===== src/rtl/alu_cmd_driver.sv =====
// Operator front-end for the 4-bit lab ALU: debounced button steps through
// operand/opcode entry, waits for the ALU to settle, then latches its result.
module alu_cmd_driver #(
  parameter int unsigned DEBOUNCE_CYCLES = 500000,
  parameter int unsigned SETTLE_CYCLES   = 2
) (
  input  logic       clk,
  input  logic       rst,
  input  logic [3:0] sw_data,
  input  logic       btn_next,
  output logic [3:0] alu_a,
  output logic [3:0] alu_b,
  output logic [2:0] alu_op,
  input  logic [3:0] alu_f,
  input  logic       alu_cf,
  input  logic       alu_of,
  input  logic       alu_zero,
  output logic [3:0] result_f,
  output logic [2:0] result_flags,
  output logic       result_valid,
  output logic [2:0] stage
);

  localparam int unsigned DB_W = (DEBOUNCE_CYCLES > 1) ? $clog2(DEBOUNCE_CYCLES) : 1;
  localparam int unsigned ST_W = (SETTLE_CYCLES > 1) ? $clog2(SETTLE_CYCLES) : 1;
  localparam logic [DB_W-1:0] DB_LAST = DB_W'(DEBOUNCE_CYCLES - 1);
  localparam logic [ST_W-1:0] ST_LAST = ST_W'(SETTLE_CYCLES - 1);

  typedef enum logic [2:0] {
    S_A    = 3'd0,
    S_B    = 3'd1,
    S_OP   = 3'd2,
    S_WAIT = 3'd3,
    S_SHOW = 3'd4
  } state_t;

  state_t          state;
  logic            sync0, sync1;
  logic            db_level;
  logic [DB_W-1:0] db_cnt;
  logic            press;
  logic [ST_W-1:0] settle;

  always_ff @(posedge clk or posedge rst) begin
    if (rst) begin
      sync0 <= 1'b0;
      sync1 <= 1'b0;
    end else begin
      sync0 <= btn_next;
      sync1 <= sync0;
    end
  end

  // Level resets high so a button held through reset must be released first.
  always_ff @(posedge clk or posedge rst) begin
    if (rst) begin
      db_cnt   <= '0;
      db_level <= 1'b1;
      press    <= 1'b0;
    end else begin
      press <= 1'b0;
      if (sync1 != db_level) begin
        if (db_cnt == DB_LAST) begin
          db_level <= ~db_level;
          db_cnt   <= '0;
          press    <= ~db_level;
        end else begin
          db_cnt <= db_cnt + 1'b1;
        end
      end else begin
        db_cnt <= '0;
      end
    end
  end

  always_ff @(posedge clk or posedge rst) begin
    if (rst) begin
      state        <= S_A;
      alu_a        <= '0;
      alu_b        <= '0;
      alu_op       <= '0;
      result_f     <= '0;
      result_flags <= '0;
      result_valid <= 1'b0;
      settle       <= '0;
    end else begin
      case (state)
        S_A: if (press) begin
          alu_a <= sw_data;
          state <= S_B;
        end
        S_B: if (press) begin
          alu_b <= sw_data;
          state <= S_OP;
        end
        S_OP: if (press) begin
          alu_op <= sw_data[2:0];
          settle <= '0;
          state  <= S_WAIT;
        end
        S_WAIT: begin
          if (settle == ST_LAST) begin
            result_f     <= alu_f;
            result_flags <= {alu_cf, alu_of, alu_zero};
            result_valid <= 1'b1;
            state        <= S_SHOW;
          end else begin
            settle <= settle + 1'b1;
          end
        end
        S_SHOW: if (press) begin
          result_valid <= 1'b0;
          state        <= S_A;
        end
        default: state <= S_A;
      endcase
    end
  end

  assign stage = state;

endmodule


===== config.mk =====
export PLATFORM = sky130hd
export DESIGN_NAME = alu_cmd_driver
export DESIGN_NICKNAME = d
export VERILOG_FILES = /design/src/rtl/alu_cmd_driver.sv
export SDC_FILE = /design/constraint.sdc
export NUM_CORES = 1
export LEC_CHECK = 0
export ABC_AREA = 1
export CAP_MARGIN = 30
export CORE_ASPECT_RATIO = 1.25
export CORE_MARGIN = 2
export CORE_UTILIZATION = 32
export DETAILED_ROUTE_END_ITERATION = 10
export GPL_ROUTABILITY_DRIVEN = 1
export HOLD_SLACK_MARGIN = 0.1
export SYNTH_ARGS = -nofsm -noshare
export SYNTH_HDL_FRONTEND = slang
export SYNTH_SLANG_ARGS = --single-unit

===== constraint.sdc =====
create_clock -name clk -period 1.6 [get_ports clk]
set_input_delay 0.4 -clock clk [delete_from_list [all_inputs] [get_ports clk]]
set_output_delay 0.4 -clock clk [all_outputs]
set_load 0.005 [all_outputs]

==> results of run 1 <==
report_power, final:
part | switching (mW) | internal [mW] | total (mW) | leakage, nW
registers | 0.00580 | 1.17 | 1.18 | 0.535
clock network | 0.391 | 0.466 | 0.857 | 0.0514
logic | 0.0460 | 0.0426 | 0.0886 | 0.709
routing by layer:
| metal | vias up | track usage (%) |
|---|---|---|
| met5 | - | 0 |
| met4 | 0 | 3.51 |
| met3 | 8 | 2.70 |
| met2 | 50 | 22.8 |
| met1 | 836 | 15.8 |
| li1 | 960 | - |
cell families after synthesis:
family / Yosys count
fa+ha+maj: 1
simple gates: 167
buf+inv: 36
compound gates: 20
flops: 46
xor+xnor: 9
area by class of cell:
type                       count  area, µm²
sequential                    46       1150
clock buffer                   6       72.6
tap                           87        109
inverter                      35        131
timing repair buffer          46        458
fill                         676       3740
clock inverter                 2       37.5
multi-input combinational    197        906
final timing paths:
| path | from | end | slack, ns | cells after the start |
|---|---|---|---|---|
| max | alu_op[0]$_DFFE_PP0P_ | alu_op[0] | 0.04 | 1 |
| min | sync0$_DFF_PP0_ | sync1$_DFF_PP0_ | 0.35 | 0 |
| max reg2reg | db_cnt[0]$_DFF_PP0_ | db_cnt[18]$_DFF_PP0_ | 0.20 | 8 |
| min reg2reg | sync0$_DFF_PP0_ | sync1$_DFF_PP0_ | 0.35 | 0 |
| max in group asynchronous | rst | db_level$_DFFE_PP1P_ | 0.88 | 3 |
| min in group asynchronous | rst | result_flags[1]$_DFFE_PP0P_ | 0.46 | 3 |
worst reg2reg max path, delay by kind of cell (launching register included):
family,cells,cell delay (ns)
adders and majority gates,1,0.19
DFF,1,0.38
and+or+nand+nor,7,0.73
through the flow:
stage,util (%),cells,power (mW),worst slack (ns),cell area [µm²]
6_report,43.4,419,2.12,0.0368,2870
3_3_place_gp,40.6,403,1.29,0.217,2680
2_1_floorplan,-,279,1.24,0.114,2190
4_1_cts,42.7,414,2.16,0.000684,2820
3_5_place_dp,40.6,403,1.29,0.195,2680
5_1_grt,43.4,419,2.22,-0.00439,2870
flip-flops by register name, summed over array words and instances, names as in the netlist:
register      count
db_cnt           19
result_flags      3
settle            1
db_level          1
press             1
alu_b             4
result_f          4
alu_op            3
stage             3
sync0             1
alu_a             4
sync1             1
result_valid      1
placed cells by master (no fill, tap or decap), types with 3 or more instances in the layout:
| cell type | n |
|---|---|
| dlymetal6s2s_1 | 5 |
| nand2_2 | 3 |
| nor2_1 | 54 |
| dfrtp_1 | 43 |
| nor2_2 | 4 |
| buf_4 | 10 |
| nand3_1 | 18 |
| nor3_1 | 4 |
| xnor2_1 | 4 |
| clkdlybuf4s50_1 | 30 |
| a21oi_1 | 3 |
| xor2_1 | 4 |
| o21ai_0 | 16 |
| nand2_1 | 76 |
| clkbuf_8 | 5 |
| inv_1 | 33 |
timing repair:
action                     4_1_cts  5_1_grt
setup endpoints to repair        3        9
gates resized for setup          2        5
setup buffers                    3        5
hold buffers                     0        0
gates cloned                     0        0
pin swaps                        0        0
==> impl_metrics.csv, run 1 <==
group,metric,value,unit
sta,min_period_over_period,97.7,%
drt,drt-total-wl,4.53,mm
drt,route.met2.wl,2.23,mm
logic_synthesis,synth-xor-area-share,3.93,%
logic_synthesis,synth_compound_area_share,4.73,%
sta,worst_pin_slew,0.318,ns
cells_and_area,antennaDiodeCount,0,
placed_design,finalWeightedCongestion,0.879,
global_routing,antenna_found_initial,0,
power,leakage,1.29,nW
cts,clk_pin_slew_worst_paths,0.09,ns
min_path,hold_class,"reg2reg",
drt,drc_errors,0,
logic_synthesis,yosys_warnings,0,
logic_synthesis,ys_seq_area_share,52.5,%
logic_synthesis,synthDistinctLibCells,23,
logic_synthesis,yosys-top-cells-area,"dfrtp_1 51%, nand2_1 13%, nor2_1 9.2%",
logic_synthesis,synth_top_flop_cell,"dfrtp_1",
floorplan,row_count,33,
cts,clock_latency,0.29,ns
power,power_density,739,nW/µm²
drt,ant_nets,0,
logic_synthesis,muxShareOfSynthArea,0,%
cells_and_area,nets,346,
drt,wl_met3,203,µm
sta,fmaxAchievable,640,MHz
critical_path,path_max_fanout,2,
cts,cts_tree,"done",
floorplan,pin_count,36,
drt,first_pass_iters,4,
placed_design,portBuffers,35,
cells_and_area,syn2layout_area_growth,30.7,%
drt,vias_per_cell,4.42,
global_routing,grt_pass1_wl,7.76,mm
logic_synthesis,yosys-top-cells-count,"76 x nand2_1, 54 x nor2_1, 45 x dfrtp_1",
floorplan,dieArea,7540,µm²
floorplan,fp.coreArea,6610,µm²
logic_synthesis,synth.most_common_cell,"nand2_1",
power,ir_drop,0.403,mV
sta,fin_crit,1.56,ns
critical_path,crit_path_start_kind,"flip-flop",
critical_path,cp-end-kind,"output port",
sta,hold_slack,0.352,ns
cts,cts_sinks,46,
critical_path,crit_type,"reg2out",
drt,vias,1854,
global_routing,grt_usage,12.8,%
logic_synthesis,async_flop_share,100,%
logic_synthesis,synthSimpleGateAreaFrac,32.0,%
logic_synthesis,synth_area_per_cell,7.87,µm²
drt,wl_met1,2.04,mm
global_routing,overflow,0,
run_status,outcome,"complete, no violations",
logic_synthesis,synth_seq_cells,46,
critical_path,critPathBufInv,1,
logic_synthesis,synth_edf_count,0,
placed_design,dp.final_hpwl,3.28,mm
sta,finClkSkew,0.00505,ns
drt,wl_per_cell,10.8,µm
logic_synthesis,yosysTopAreaCellShare,51.3,%
floorplan,die_h,96.6,µm
sta,slew_viol_final,0,
global_routing,grt_pass1_vias,1705,
sta,relSlewSlack,78.8,%
logic_synthesis,synth_top_family_by_area,"simple AND/OR/NAND/NOR gates",
critical_path,slowest_stage,"clkdlybuf4s50_1",
drt,initialDrtViolationCount,69,
logic_synthesis,netlist_area,2190,µm²
logic_synthesis,syn-instance-count,279,
critical_path,path_cells,"clkdlybuf4s50_1",
logic_synthesis,yosys.area.top_type,"dfrtp_1",
critical_path,required,1.20,ns
cts,cts_buffer_depth,2,
logic_synthesis,synth-adder-area-share,0.570,%
logic_synthesis,syn-num-nets,294,
critical_path,cp_top_family,"buffers and inverters",
critical_path,cpPeakStageDelay,0.50,ns
global_routing,grt_max_degree,47,
sta,hold_violations,0,
cells_and_area,drive_gt1_share,10.2,%
drt,top_layer,"met4",
critical_path,cp_data_arrival_time,1.16,ns
cts,h-tree-depth,2,
floorplan,start_util,33.2,%
sta,final-setup-viol-count,0,
flow_run,max_cap_violations,0,
cts,cts_root_buffer,"clkbuf_8",
floorplan,die_w,78.1,µm
sta,tns,0,ns
cts,numCtsBuffers,5,
Note: power is estimated with default switching activity, not from simulation.
==> inputs of run 2 (changes only) <==
PLACE_DENSITY_LB_ADDON = 0.08   (was not set)
==> run 2 against run 1 <==
Net effect: global-route usage rose by 0.50 points; clock-buffer cell count down 1; clock skew increased by 0.0033 ns; sequential power is essentially flat; worst hold slack improved by 0.00073 ns; sequential cell count stayed put; largest cell class unchanged; largest power group unchanged.
==> impl_metrics.csv, run 2 (same netlist as run 1, synthesis figures left out) <==
group,metric,value,unit
sta,relSlewSlack,80.8,%
run_status,outcome,"complete, no violations",
sta,fin_ws,0.0285,ns
floorplan,row_count,33,
global_routing,grt_max_degree,47,
power,power_density,730,nW/µm²
placed_design,finalWeightedCongestion,0.845,
cells_and_area,nets,346,
sta,slew_viol_final,0,
critical_path,critPathBufInv,1,
drt,ant_nets,0,
floorplan,pin_count,36,
floorplan,die_h,96.6,µm
global_routing,grt_usage,13.3,%
cts,cts_tree,"done",
min_path,hold_class,"reg2reg",
placed_design,dp.final_hpwl,3.38,mm
sta,hold_violations,0,
placed_design,portBuffers,35,
critical_path,cpPeakStageDelay,0.51,ns
drt,drc_errors,0,
placed_design,post-place-ws,0.143,ns
cts,numCtsBuffers,5,
sta,fmaxAchievable,636,MHz
cts,ctsHoldBuffers,0,
floorplan,dieArea,7540,µm²
sta,min_period_over_period,98.2,%
floorplan,die_w,78.1,µm
critical_path,cp_data_arrival_time,1.17,ns
critical_path,path_cells,"clkdlybuf4s50_1",
cts,cts_buffer_depth,2,
sta,finClkSkew,0.00839,ns
drt,vias_per_cell,4.38,
cts,cts_sinks,46,
global_routing,overflow,0,
global_routing,antenna_found_initial,0,
critical_path,crit_path_start_kind,"flip-flop",
drt,initialDrtViolationCount,65,
power,leakage,1.31,nW
cells_and_area,largest_register,"db_cnt",
critical_path,required,1.20,ns
critical_path,cp_top_family,"buffers and inverters",
cts,cts_root_buffer,"clkbuf_8",
power,power,2.11,mW
cts,h-tree-depth,2,
sta,worst_pin_slew,0.284,ns
cells_and_area,largest_reg_flops,19,
global_routing,grt_pass1_vias,1723,
cells_and_area,drive_gt1_share,10.8,%
drt,wl_per_cell,11.1,µm
floorplan,start_util,33.2,%
power,ir_drop,0.354,mV
sta,final-setup-viol-count,0,
sta,tns,0,ns
cells_and_area,syn2layout_area_growth,31.7,%
floorplan,fp.coreArea,6610,µm²
critical_path,path_max_fanout,2,
critical_path,slowest_stage,"clkdlybuf4s50_1",
critical_path,cp-end-kind,"output port",
cts,clk_pin_slew_worst_paths,0.09,ns
cells_and_area,antennaDiodeCount,0,
drt,vias,1837,
drt,drt-total-wl,4.66,mm
cells_and_area,fin_util,43.8,%
global_routing,grt_pass1_wl,7.87,mm
critical_path,crit_type,"reg2out",
cells_and_area,final_cell_mix,"76 x nand2_1, 53 x nor2_1, 43 x dfrtp_1",
sta,fin_crit,1.57,ns
cts,clock_latency,0.29,ns
drt,first_pass_iters,4,
flow_run,max_cap_violations,0,
cells_and_area,final_common_cell,"nand2_1",
[run 2: changes by cell type in the layout (fill, tap and decap cells not counted), sizes merged]
| cell | before | now |
|---|---|---|
| clkdlybuf4s50 | 30 | 24 |
| dlymetal6s2s | 5 | 11 |
| clkinv | 0 | 2 |
| clkbuf | 6 | 5 |
| clkinvlp | 1 | 0 |
[run 2: final timing paths]
check / from / end / slack, ns / depth (start not counted)
min reg2reg: sync0$_DFF_PP0_ / sync1$_DFF_PP0_ / 0.35 / 0
min in group asynchronous: rst / alu_b[3]$_DFFE_PP0P_ / 0.44 / 3
max: alu_a[0]$_DFFE_PP0P_ / alu_a[0] / 0.03 / 1
min: sync0$_DFF_PP0_ / sync1$_DFF_PP0_ / 0.35 / 0
max reg2reg: db_cnt[0]$_DFF_PP0_ / db_cnt[18]$_DFF_PP0_ / 0.17 / 8
max in group asynchronous: rst / db_level$_DFFE_PP1P_ / 0.87 / 3
[run 2: power by group]
group	switching [mW]	total (mW)	internal [mW]
Combinational	0.0460	0.0870	0.0410
Clock	0.387	0.847	0.460
Sequential	0.00588	1.18	1.17
Total	0.439	2.11	1.67
[run 2: per-stage QoR]
stage               cells  hold slack [ns]  cell area (µm²)
floorplan             279            0.331             2190
global placement      402            0.335             2680
detailed placement    402            0.335             2680
CTS                   412            0.355             2800
global route          419            0.362             2890
finish                419            0.353             2890
[run 2: final cells by class]
type	instances	area, µm²
Fill cell	693	3720
Clock inverter	3	40.0
Timing Repair Buffer	46	473
Tap cell	87	109
Sequential cell	46	1150
Multi-Input combinational cell	197	913
Inverter	35	131
Clock buffer	5	68.8
[run 2: layer usage]
metal | vias to the layer above | GRT usage [%] | share of wire (%)
met1 | 841 | 15.6 | 46
met2 | 27 | 23.5 | 49
li1 | 965 | - | -
met3 | 4 | 3.62 | 3.7
met5 | - | 0 | 0
met4 | 0 | 4.97 | 1.2
[run 2: what timing repair did]
item,4_1_cts,5_1_grt
gates cloned,0,0
endpoints found under the setup margin,2,19
buffers inserted,2,7
resized for setup,2,13
